`src/rtl/execute_pkg.sv`:
```
// Shared types for the EX->MEM boundary: the pipeline bundle and
// the architectural NZVC flag set.
package execute_pkg;

   localparam int SCALAR_DATA_WIDTH = 48;
   localparam int REGNUM            = 16;
   localparam int RD_WIDTH          = $clog2(REGNUM);
   localparam int STALL_CNT_WIDTH   = 16;

   typedef struct packed {
      logic                         valid;
      logic [SCALAR_DATA_WIDTH-1:0] aluOut;
      logic [SCALAR_DATA_WIDTH-1:0] storeData;
      logic [RD_WIDTH-1:0]          rd;
      logic                         regWrite;
      logic                         memRead;
      logic                         memWrite;
      logic                         isScalar;
   } ex_mem_bundle_t;

   localparam ex_mem_bundle_t BUBBLE = '0;

   typedef struct packed {
      logic n;
      logic z;
      logic v;
      logic c;
   } flags_t;

endpackage

```
`src/rtl/condition_flags_reg.sv`:
```
// Architectural NZVC register; loads only when the enclosing
// stage commits a flag-writing instruction.
module condition_flags_reg
   import execute_pkg::*;
(
   input  logic   clk,
   input  logic   rst,
   input  logic   load,
   input  flags_t flagsIn,
   output flags_t flags
);

   always_ff @(posedge clk or negedge rst) begin
      if (!rst)
         flags <= '0;
      else if (load)
         flags <= flagsIn;
   end

endmodule

```
`src/rtl/execute_memory_register.sv`:
```
// EX->MEM pipeline register with stall/flush, NZVC ownership,
// MEM-stage forwarding taps and a saturating stall counter.
module execute_memory_register
   import execute_pkg::*;
(
   input  logic                         clk,
   input  logic                         rst,
   input  logic                         stall,
   input  logic                         flush,
   input  logic                         exValid,
   input  logic [SCALAR_DATA_WIDTH-1:0] exOut,
   input  logic [SCALAR_DATA_WIDTH-1:0] exStoreData,
   input  logic [RD_WIDTH-1:0]          exRd,
   input  logic                         exRegWrite,
   input  logic                         exMemRead,
   input  logic                         exMemWrite,
   input  logic                         exIsScalar,
   input  logic                         exFlagWrite,
   input  logic                         exN,
   input  logic                         exZ,
   input  logic                         exV,
   input  logic                         exC,
   output logic                         memValid,
   output logic [SCALAR_DATA_WIDTH-1:0] memAluOut,
   output logic [SCALAR_DATA_WIDTH-1:0] memStoreData,
   output logic [RD_WIDTH-1:0]          memRd,
   output logic                         memRegWrite,
   output logic                         memMemRead,
   output logic                         memMemWrite,
   output logic                         memIsScalar,
   output logic                         flagN,
   output logic                         flagZ,
   output logic                         flagV,
   output logic                         flagC,
   output logic                         fwdValid,
   output logic [RD_WIDTH-1:0]          fwdRd,
   output logic [SCALAR_DATA_WIDTH-1:0] fwdData,
   output logic [STALL_CNT_WIDTH-1:0]   stallCount
);

   ex_mem_bundle_t memQ;
   ex_mem_bundle_t memD;
   ex_mem_bundle_t exBundle;
   flags_t         flags;
   logic           flagLoad;

   always_comb begin
      exBundle           = BUBBLE;
      exBundle.valid     = 1'b1;
      exBundle.aluOut    = exOut;
      exBundle.storeData = exStoreData;
      exBundle.rd        = exRd;
      exBundle.regWrite  = exRegWrite;
      exBundle.memRead   = exMemRead;
      exBundle.memWrite  = exMemWrite;
      exBundle.isScalar  = exIsScalar;
   end

   // flush beats stall beats capture; an empty EX slot is a bubble
   always_comb begin
      memD = memQ;
      priority case (1'b1)
         flush:    memD = BUBBLE;
         stall:    memD = memQ;
         !exValid: memD = BUBBLE;
         default:  memD = exBundle;
      endcase
   end

   always_ff @(posedge clk or negedge rst) begin
      if (!rst)
         memQ <= BUBBLE;
      else
         memQ <= memD;
   end

   assign flagLoad = exValid & exFlagWrite & ~stall & ~flush;

   condition_flags_reg uFlags (
      .clk     (clk),
      .rst     (rst),
      .load    (flagLoad),
      .flagsIn ('{n: exN, z: exZ, v: exV, c: exC}),
      .flags   (flags)
   );

   always_ff @(posedge clk or negedge rst) begin
      if (!rst)
         stallCount <= '0;
      else if (stall && (stallCount != '1))
         stallCount <= stallCount + STALL_CNT_WIDTH'(1);
   end

   assign memValid     = memQ.valid;
   assign memAluOut    = memQ.aluOut;
   assign memStoreData = memQ.storeData;
   assign memRd        = memQ.rd;
   assign memRegWrite  = memQ.regWrite;
   assign memMemRead   = memQ.memRead;
   assign memMemWrite  = memQ.memWrite;
   assign memIsScalar  = memQ.isScalar;

   assign flagN = flags.n;
   assign flagZ = flags.z;
   assign flagV = flags.v;
   assign flagC = flags.c;

   // loads are not forwardable: their value only exists after MEM
   assign fwdValid = memQ.valid & memQ.regWrite & ~memQ.memRead;
   assign fwdRd    = memQ.rd;
   assign fwdData  = memQ.aluOut;

endmodule

```
`config.mk`:
```
export PLATFORM = sky130hd
export DESIGN_NAME = execute_memory_register
export DESIGN_NICKNAME = d
export VERILOG_FILES = /design/src/rtl/execute_pkg.sv /design/src/rtl/condition_flags_reg.sv /design/src/rtl/execute_memory_register.sv
export SDC_FILE = /design/constraint.sdc
export NUM_CORES = 1
export LEC_CHECK = 0
export BUFFER_PORTS_ARGS = -buffer_cell sky130_fd_sc_hd__buf_2
export CAP_MARGIN = 0
export CORE_MARGIN = 5
export CORE_UTILIZATION = 47
export CTS_CLUSTER_DIAMETER = 200
export DETAILED_ROUTE_END_ITERATION = 12
export HOLD_SLACK_MARGIN = 0.15
export PLACE_DENSITY = 0.85
export SYNTH_ARGS = -nofsm -noshare
export SYNTH_HDL_FRONTEND = slang
export SYNTH_SLANG_ARGS = --single-unit
```
`constraint.sdc`:
```
create_clock -name clk -period 4.7 [get_ports clk]
set_input_delay 0 -clock clk [delete_from_list [all_inputs] [get_ports clk]]
set_output_delay 0 -clock clk [all_outputs]
set_load 0.005 [all_outputs]
```
==> impl_metrics.ini <==
[sta]
fin_ws_ns = 2.46
drv_slew = 0
finalCritPeriodShare_pct = 47.6
fin_worst_skew_ns = 0.00637
layout_min_cycle_time_ns = 2.24
setup_viol = 0
worstMarginPinSlew_ns = 1.22
relSlewSlack_pct = 18.2
hold_viol = 0
max_freq_ghz = 0.447
finalSetupTns_ns = 0
rsz0062_at_grt = false

[placed_design]
place_area_sq_um = 6210
post-place-ws_ns = 2.57
dp_hpwl_microns = 10600
port_buffers = 291
place_congestion = 0.858

[global_route]
overflow = 0
grt_max_degree = 71
grt_pass1_vias = 5114
antenna_found_initial = 0
track_usage_pct = 28.2
grt_pass1_wl_microns = 28300

[run_status]
outcome = finished clean

[route]
vias = 4700
drtIter0Drc = 387
drc = 0
firstDrtPassIters = 5
wl_per_cell_microns = 20.8
viasPerCell = 5.39
wl_microns = 18200
route.antenna.remaining_nets = 0

[finish]
final_nets = 838
final_util_pct = 76.7
syn_to_final_growth_pct = 58.3
final_common_cell = buf_2
n_antenna_cell = 0
multi_input_area_sq_um = 1420
final_area_sq_um = 7960
fill_cells = 610
layout-drive-gt1-share_pct = 46.3
final_cell_mix = 290 x buf_2, 125 x dfrtp_1, 114 x dlygate4sd3_1
regArea_sq_um = 3130

[power]
vdd_drop_max_mv = 0.200
p_total_uw = 2970
leakage_uw = 0.00446
power.density_nw_per_um2 = 373

[synth]
ys_seq_area_share_pct = 62.2
syn_inst = 370
yosysWarnings = 0
synth.avg_cell_area_sq_um = 13.6
synth_edf_count = 0
synthArstFlopShare_pct = 100
synth.distinct_cells = 31
ys_ff_latch = 125
syn-num-nets = 485
synthFlopType = dfrtp_1
syn_area_sq_um = 5030

[floorplanning]
dieArea_sq_um = 12900
die_w_microns = 113
core_region_area_sq_um = 10400
ios = 292
fp.dieH_microns = 113
start_util_pct = 48.5
rows = 37

[clock_tree]
clkLatencyLatePin_ns = 0.50
clk_pin_slew_ns = 0.06
cts_hold_buf = 114
cts_setup_buffers = 0
cts_num_sinks = 125
cts_tree = done
post_cts_resized = 0
cts_buffers = 17
cts_buffer_depth = 2
htreeDepth = 4
cts-root-buf = clkbuf_8

[worst_setup_path]
cp_cell_sequence = dlygate4sd3_1 > buf_2 > nor2b_4 > buf_4 > a22o_1
critical_path.endpoint_type = flop
critPathLaunchType = input port
worstPathArrival_ns = 2.67
slowest_delay_ns = 1.01
required_ns = 5.13
cpMaxStageDelayCell = nor2b_4
path_class = input port to flop
critPathMaxFanout = 54

[job]
maxCapViolations = 0

[hold_path]
worst_hold_path_type = input port to asynchronous set/reset pin
[path summary, 6_finish.rpt]
kind	startpoint	slack [ns]	depth (start not counted)	end
setup / recovery	stall	2.46	5	fwdData[22]
max in group asynchronous	rst	3.30	3	fwdData[7]
min in group clk	flush	0.18	3	fwdData[38]
setup reg to reg	stallCount[8]	2.86	3	stallCount[1]
hold / removal	rst	0.14	2	fwdData[0]
hold reg to reg	memStoreData[41]	0.51	1	memStoreData[41]
[report_power, final]
part,internal [uW],switching (uW)
combinational,225,185
clock,839,488
sequential,1150,79.4
total,2210,752
[area by class of cell]
| class | instances | share of cell area [%] |
|---|---|---|
| flip-flops and latches | 125 | 39.3 |
| multi-input cells | 170 | 17.9 |
| repair buffers | 409 | 33.1 |
| well taps | 136 | 2.14 |
| clock inverters | 13 | 2.06 |
| clock buffers | 19 | 5.55 |
[per-layer routing]
layer  wire length [microns]  global-route usage (%)
met4                     711                    13.1
met3                    1480                    7.16
met2                    9810                    51.3
met1                    6170                    30.7
met5                       0                       0
[sequential cells by signal (all words and copies together), names as in the netlist, 4 cells and up]
name and count:
stallCount 16, uFlags.flags 4, fwdRd 4, memStoreData 48, fwdData 48
[synth_stat cells, types with 2 or more instances]
master    number  share of area, %
xor2_1         8               1.4
and4_1         2              0.35
dfrtp_1      125                62
nand2_1        9              0.67
buf_4         52               7.8
mux2_2         5               1.1
xnor2_1        4              0.70
clkbuf_1      12              0.90
a22o_1       104                18
nand4_1        4              0.50
nand3_1        4              0.40
nor2_1         3              0.22
a21oi_1        8              0.80
o21ai_0        3              0.30
buf_2         11               1.1
[cells by family (layout without fill, tap and decap cells)]
family                     after synthesis  in the layout  share of synthesized area (%)
AOI/OAI and AO/OA                      118            118                           20.1
xor gates and xnor gates                12             12                           2.09
buffers and inverters                   75            441                           9.76
adders and majority gates                1              1                          0.249
DFF                                    125            125                           62.2
muxes                                    5              5                           1.12
and+or+nand+nor                         34             34                           4.48
[worst max-delay path, delay by kind of cell]
| kind | cells | cell delay, ns |
|---|---|---|
| AOI/OAI and AO/OA | 1 | 0.26 |
| and+or+nand+nor | 1 | 1.01 |
| buffers and inverters | 3 | 1.35 |
[through the flow]
step	instances	hold slack (ns)
after global placement	726	0.147
after floorplan	370	-0.296
final	872	0.142
after detailed placement	726	0.170
after CTS	872	0.153
after global routing	872	0.195
Power figures use the tool's default switching activity.
